$ cat config.mk
export PLATFORM = sky130hd
export DESIGN_NAME = instr_fetch_unit
export DESIGN_NICKNAME = d
export VERILOG_FILES = /design/src/rtl/instr_fetch_unit.sv
export SDC_FILE = /design/constraint.sdc
export NUM_CORES = 1
export LEC_CHECK = 0
export CAP_MARGIN = 20
export CORE_MARGIN = 4
export CORE_UTILIZATION = 35
export DETAILED_ROUTE_END_ITERATION = 8
export GPL_TIMING_DRIVEN = 0
export PLACE_DENSITY_LB_ADDON = 0.12
export SYNTH_ARGS = -nofsm -noshare
export SYNTH_HDL_FRONTEND = slang
export SYNTH_SLANG_ARGS = --single-unit
$ cat constraint.sdc
create_clock -name CLK -period 10.1 [get_ports CLK]
set_clock_uncertainty 0.1 [all_clocks]
set_input_delay 2.02 -clock CLK [delete_from_list [all_inputs] [get_ports CLK]]
set_output_delay 2.02 -clock CLK [all_outputs]
set_load 0.01 [all_outputs]
$ cat src/rtl/instr_fetch_unit.sv
// Multi-cycle instruction fetch stage: owns the PC, reads instruction memory, hands words to decode.
// Optional misaligned-redirect trap (ERR state) is enabled by defining FETCH_MISALIGN_TRAP_EN.
module instr_fetch_unit #(
  parameter int unsigned       ADDR_W   = 64,
  parameter int unsigned       INSTR_W  = 32,
  parameter logic [ADDR_W-1:0] RESET_PC = '0,
  parameter int unsigned       MEM_LAT  = 1
) (
  input  logic               CLK,
  input  logic               RST,
  input  logic               fetch_enable,
  output logic               mem_rd,
  output logic [ADDR_W-1:0]  mem_raddr,
  input  logic [INSTR_W-1:0] mem_rdata,
  input  logic               redirect_valid,
  input  logic [ADDR_W-1:0]  redirect_pc,
  output logic               instr_valid,
  input  logic               instr_ready,
  output logic [INSTR_W-1:0] instr,
  output logic [ADDR_W-1:0]  instr_pc,
  output logic               misalign_trap
);

  localparam logic [2:0] S_IDLE = 3'd0;
  localparam logic [2:0] S_REQ  = 3'd1;
  localparam logic [2:0] S_WAIT = 3'd2;
  localparam logic [2:0] S_HOLD = 3'd3;
`ifdef FETCH_MISALIGN_TRAP_EN
  localparam logic [2:0] S_ERR  = 3'd4;
`endif

  localparam logic [1:0] LAT_INIT = 2'(MEM_LAT - 1);

  logic [2:0]         state_q, state_d;
  logic [ADDR_W-1:0]  pc_q, pc_d;
  logic [1:0]         lat_cnt_q, lat_cnt_d;
  logic [INSTR_W-1:0] instr_q, instr_d;
  logic [ADDR_W-1:0]  instr_pc_q, instr_pc_d;
  logic               instr_valid_q, instr_valid_d;
`ifdef FETCH_MISALIGN_TRAP_EN
  logic               misalign_q, misalign_d;
`endif

  always_comb begin
    state_d       = state_q;
    pc_d          = pc_q;
    lat_cnt_d     = lat_cnt_q;
    instr_d       = instr_q;
    instr_pc_d    = instr_pc_q;
    instr_valid_d = instr_valid_q;
`ifdef FETCH_MISALIGN_TRAP_EN
    misalign_d    = misalign_q;
`endif

    case (state_q)
      S_IDLE: if (fetch_enable) state_d = S_REQ;
      S_REQ: begin
        lat_cnt_d = LAT_INIT;
        state_d   = S_WAIT;
      end
      S_WAIT: begin
        if (lat_cnt_q == 2'd0) begin
          instr_d       = mem_rdata;
          instr_pc_d    = pc_q;
          instr_valid_d = 1'b1;
          pc_d          = pc_q + ADDR_W'(4);
          state_d       = S_HOLD;
        end else begin
          lat_cnt_d = lat_cnt_q - 2'd1;
        end
      end
      S_HOLD: begin
        if (instr_ready) begin
          instr_valid_d = 1'b0;
          state_d       = fetch_enable ? S_REQ : S_IDLE;
        end
      end
`ifdef FETCH_MISALIGN_TRAP_EN
      S_ERR: state_d = S_ERR;
`endif
      default: state_d = S_IDLE;
    endcase

    // Redirect overrides everything above; a word captured this cycle is thrown away.
    if (redirect_valid) begin
      instr_d       = instr_q;
      instr_pc_d    = instr_pc_q;
      instr_valid_d = 1'b0;
`ifdef FETCH_MISALIGN_TRAP_EN
      pc_d = redirect_pc;
      if (redirect_pc[1:0] != 2'b00) begin
        misalign_d = 1'b1;
        state_d    = S_ERR;
      end else begin
        misalign_d = 1'b0;
        state_d    = fetch_enable ? S_REQ : S_IDLE;
      end
`else
      pc_d    = redirect_pc & ~ADDR_W'(3);
      state_d = fetch_enable ? S_REQ : S_IDLE;
`endif
    end
  end

  always_ff @(posedge CLK or posedge RST) begin
    if (RST) begin
      state_q       <= S_IDLE;
      pc_q          <= RESET_PC;
      lat_cnt_q     <= '0;
      instr_q       <= '0;
      instr_pc_q    <= '0;
      instr_valid_q <= 1'b0;
`ifdef FETCH_MISALIGN_TRAP_EN
      misalign_q    <= 1'b0;
`endif
    end else begin
      state_q       <= state_d;
      pc_q          <= pc_d;
      lat_cnt_q     <= lat_cnt_d;
      instr_q       <= instr_d;
      instr_pc_q    <= instr_pc_d;
      instr_valid_q <= instr_valid_d;
`ifdef FETCH_MISALIGN_TRAP_EN
      misalign_q    <= misalign_d;
`endif
    end
  end

  assign mem_rd      = (state_q == S_REQ);
  assign mem_raddr   = pc_q;
  assign instr_valid = instr_valid_q;
  assign instr       = instr_q;
  assign instr_pc    = instr_pc_q;
`ifdef FETCH_MISALIGN_TRAP_EN
  assign misalign_trap = misalign_q;
`else
  assign misalign_trap = 1'b0;
`endif

endmodule

==> metrics.md <==
| Metric | Value |
|---|---|
| Setup crit end kind | flop |
| Area contributors post-synth | dfrtp_1 53%, mux2_2 14%, o21ai_0 3.7% |
| Multi-input combinational cell area | ~0.0033 sq mm |
| Postcts setup bufs | 0 |
| Commonest cells post-synth | 161 x dfrtp_1, 92 x mux2_2, 70 x nand2_1, 56 x o21ai_0, 37 x nor2_1 |
| Remaining antenna violation count | 0 |
| CTS H-tree depth | 4 |
| Fin worst setup slack | 5640 ps |
| Setup TNS | 0 ps |
| Largest net degree at the start of global routing | between 80 and 90 |
| Dpl hpwl | 17400 um |
| Core area | 0.0212 sq mm |
| Die width | 155 um |
| Nets | roughly 1100 |
| DRT iter0 DRCs | about 380 |
| Final hold viol count | 0 |
| WL/cell | 18.5 um |
| Post-synth EDFFs | 0 |
| Hold Path End | instr_pc[51] |
| Number of synthesized register bits | approximately 160 |
| Flop-to-flop setup slack | about 6800 ps |
| TritonCTS Sinks | 161 |
| Cts bufs inserted | 17 |
| Placed inst area | 0.0105 sq mm |
| Vias in the first global route | 6545 |
| Power density cells | 231 mW/mm^2 |
| Global-route wire length before repair | roughly 37000 um |
| Gate Count Post-Synth | 689 |
| ANT cells | 0 |
| Actual slew at the worst max-slew pin | just over 800 ps |
| Via Count | 6414 |
| Most used flip-flop cell after synthesis | dfrtp_1 |
| Top-count cell post-synth | dfrtp_1 |
| Yosys cell types | 44 |
| Total wire length | 23200 um |
| Leading area contributor after synthesis | dfrtp_1 |
| Worst-Skew Late Latency | 420 ps |
| Post-Route Utilization | 0.524 |
| Global-route usage over all layers | 0.194 |
| Initial antenna violation count | 0 |
| Synth-to-Final Area Change | 46.5% |
| Peak VDD IR | 0.000114 V |
| Hold path start | instr_pc[51] |
| Layout cells sized above 1 | 0.145 |
| Clock Root Buffer | clkbuf_16 |
| Clock tree buffer depth | 2 |
| Reg2reg start | state_q[0] |
| FF/Latch Area | 0.00403 sq mm |
| Worst Hold Class | reg -> reg |
| Gp weighted congestion | approximately 0.83 |
| CP max FO | 10 |
| Count of max-cap constraint violations | 0 |
| Unrepaired setup endpoints after global routing | false |
| Final period util | 0.442 |
| Crit path kind | in -> reg |
| Final min period | 4460 ps |
| Site Rows | 53 |
| Syn. warnings | 0 |
| Max Slew Vio Count | 0 |
| Clk slew on worst S/H paths | 70 ps |
| Worst slack at placement | 5090 ps |
| Post-synthesis average cell area | 11.0 sq um |
| Starting Density | 0.357 |
| Gr ovfl total | 0 |
| Hold_buf cts | 0 |
| Outcome | finished, final reports clean |
| I/O pin count | 264 |
| CP startpoint kind | input port |
| Final setup viols | 0 |
| Die Y | 155 um |
| Register area share after synthesis | 0.533 |
| CTS tree | done |
| WHS Path Cells | 2 |
| Mapped cell area | 0.00756 sq mm |
| Slew HR | 0.441 |
| Filler cells | between 1500 and 2000 |
| DRT Pass-1 Iters | 5 |
| Critical Path RT | 10310 ps |
| Worst r2r dst | mem_raddr[51] |
| Vias/cell | 5.11 |
| Lkg Pwr | between 4 and 5 nW |
| Cell area after layout | 0.0111 sq mm |
| Post-synth ARST share | 1.00 |
| Residual DRC | 0 |
| Area share of the largest cell type after synthesis | 0.533 |
| Arrival time at the worst endpoint | 4670 ps |
| R2r worst-path depth | 8 |
| CTS resizes | 0 |
| I/O Buffers | 255 |
| Die Area | roughly 0.024 sq mm |
| Fmax | approximately 220 MHz |
==> where the power goes <==
part | internal, mW | total [mW] | switching, mW
Combinational | 0.578 | 0.930 | 0.353
Sequential | 0.859 | 0.992 | 0.134
Clock | 0.351 | 0.632 | 0.282
Total | 1.79 | 2.55 | 0.768
==> sequential cells by signal, summed over array words and instances, names as in the netlist <==
| register | cells |
|---|---|
| mem_raddr | 62 |
| instr_pc | 62 |
| instr_valid | 1 |
| state_q | 2 |
| lat_cnt_q | 2 |
| instr | 32 |
==> worst max path at each step <==
stage                         from      endpoint  cells past startpoint
floorplan                      RST      instr[0]                      1
global placement               RST     instr[13]                      2
detailed placement  redirect_valid     instr[31]                      6
CTS                 redirect_valid  instr_pc[48]                      6
global route        redirect_valid  instr_pc[54]                      6
finish              redirect_valid  instr_pc[48]                      6
==> through the flow <==
| step | power [mW] | std cells | hold WS, ps |
|---|---|---|---|
| 5_1_grt | 2.71 | 1256 | 417 |
| 2_1_floorplan | 1.39 | 693 | 366 |
| 3_3_place_gp | 1.93 | 1223 | 361 |
| 6_report | 2.55 | 1256 | 389 |
| 3_5_place_dp | 1.95 | 1224 | 379 |
| 4_1_cts | 2.60 | 1256 | 394 |
==> layout make-up <==
type / instances / share of cell area
Timing Repair Buffer: 256 / 0.233
Multi-Input combinational cell: 476 / 0.299
Tap cell: 275 / 0.0311
Clock buffer: 19 / 0.0400
Inverter: 16 / 0.00610
Buffer: 40 / 0.0159
Sequential cell: 161 / 0.364
Clock inverter: 13 / 0.0115
==> layer usage <==
| layer | global-route usage | part of all wire |
|---|---|---|
| met4 | 0.0521 | 0.014 |
| met3 | 0.0570 | 0.078 |
| met2 | 0.308 | 0.46 |
| met5 | 0 | 0 |
| met1 | 0.262 | 0.45 |
==> cell families (layout without fill, tap and decap cells) <==
logic type / after synthesis / count (layout) / synth area share
simple gates: 237 / 237 / 0.166
flops: 161 / 161 / 0.533
mux: 95 / 95 / 0.141
compound gates: 91 / 91 / 0.0702
buf+inv: 56 / 344 / 0.0313
xor+xnor: 42 / 42 / 0.0486
fa+ha+maj: 6 / 6 / 0.00993
other cells: 1 / 5 / 0.000496
==> critical path, stage by stage <==
cell,delay [ps]
clkbuf_1,410
clkinv_1,400
nand3_1,200
clkbuf_1,630
clkbuf_1,590
mux2_2,410
==> layout by cell type, fill, tap and decap left out, types with 6 or more instances in the layout <==
cell,Yosys,final
clkbuf_16,0,17
nor3_1,7,7
or4_1,13,13
nor4_1,17,17
o31ai_1,8,8
or3_1,10,10
xor2_1,19,19
ha_1,6,6
clkbuf_1,31,32
nand2_1,70,70
a31oi_1,16,16
nand3_1,32,32
xnor2_1,23,23
mux2_2,92,92
inv_1,15,14
nor2_1,37,37
buf_4,6,6
o21ai_0,56,56
clkdlybuf4s50_1,0,255
dfrtp_1,161,161
nand4_1,32,32
(Power assumes the default switching activity.)
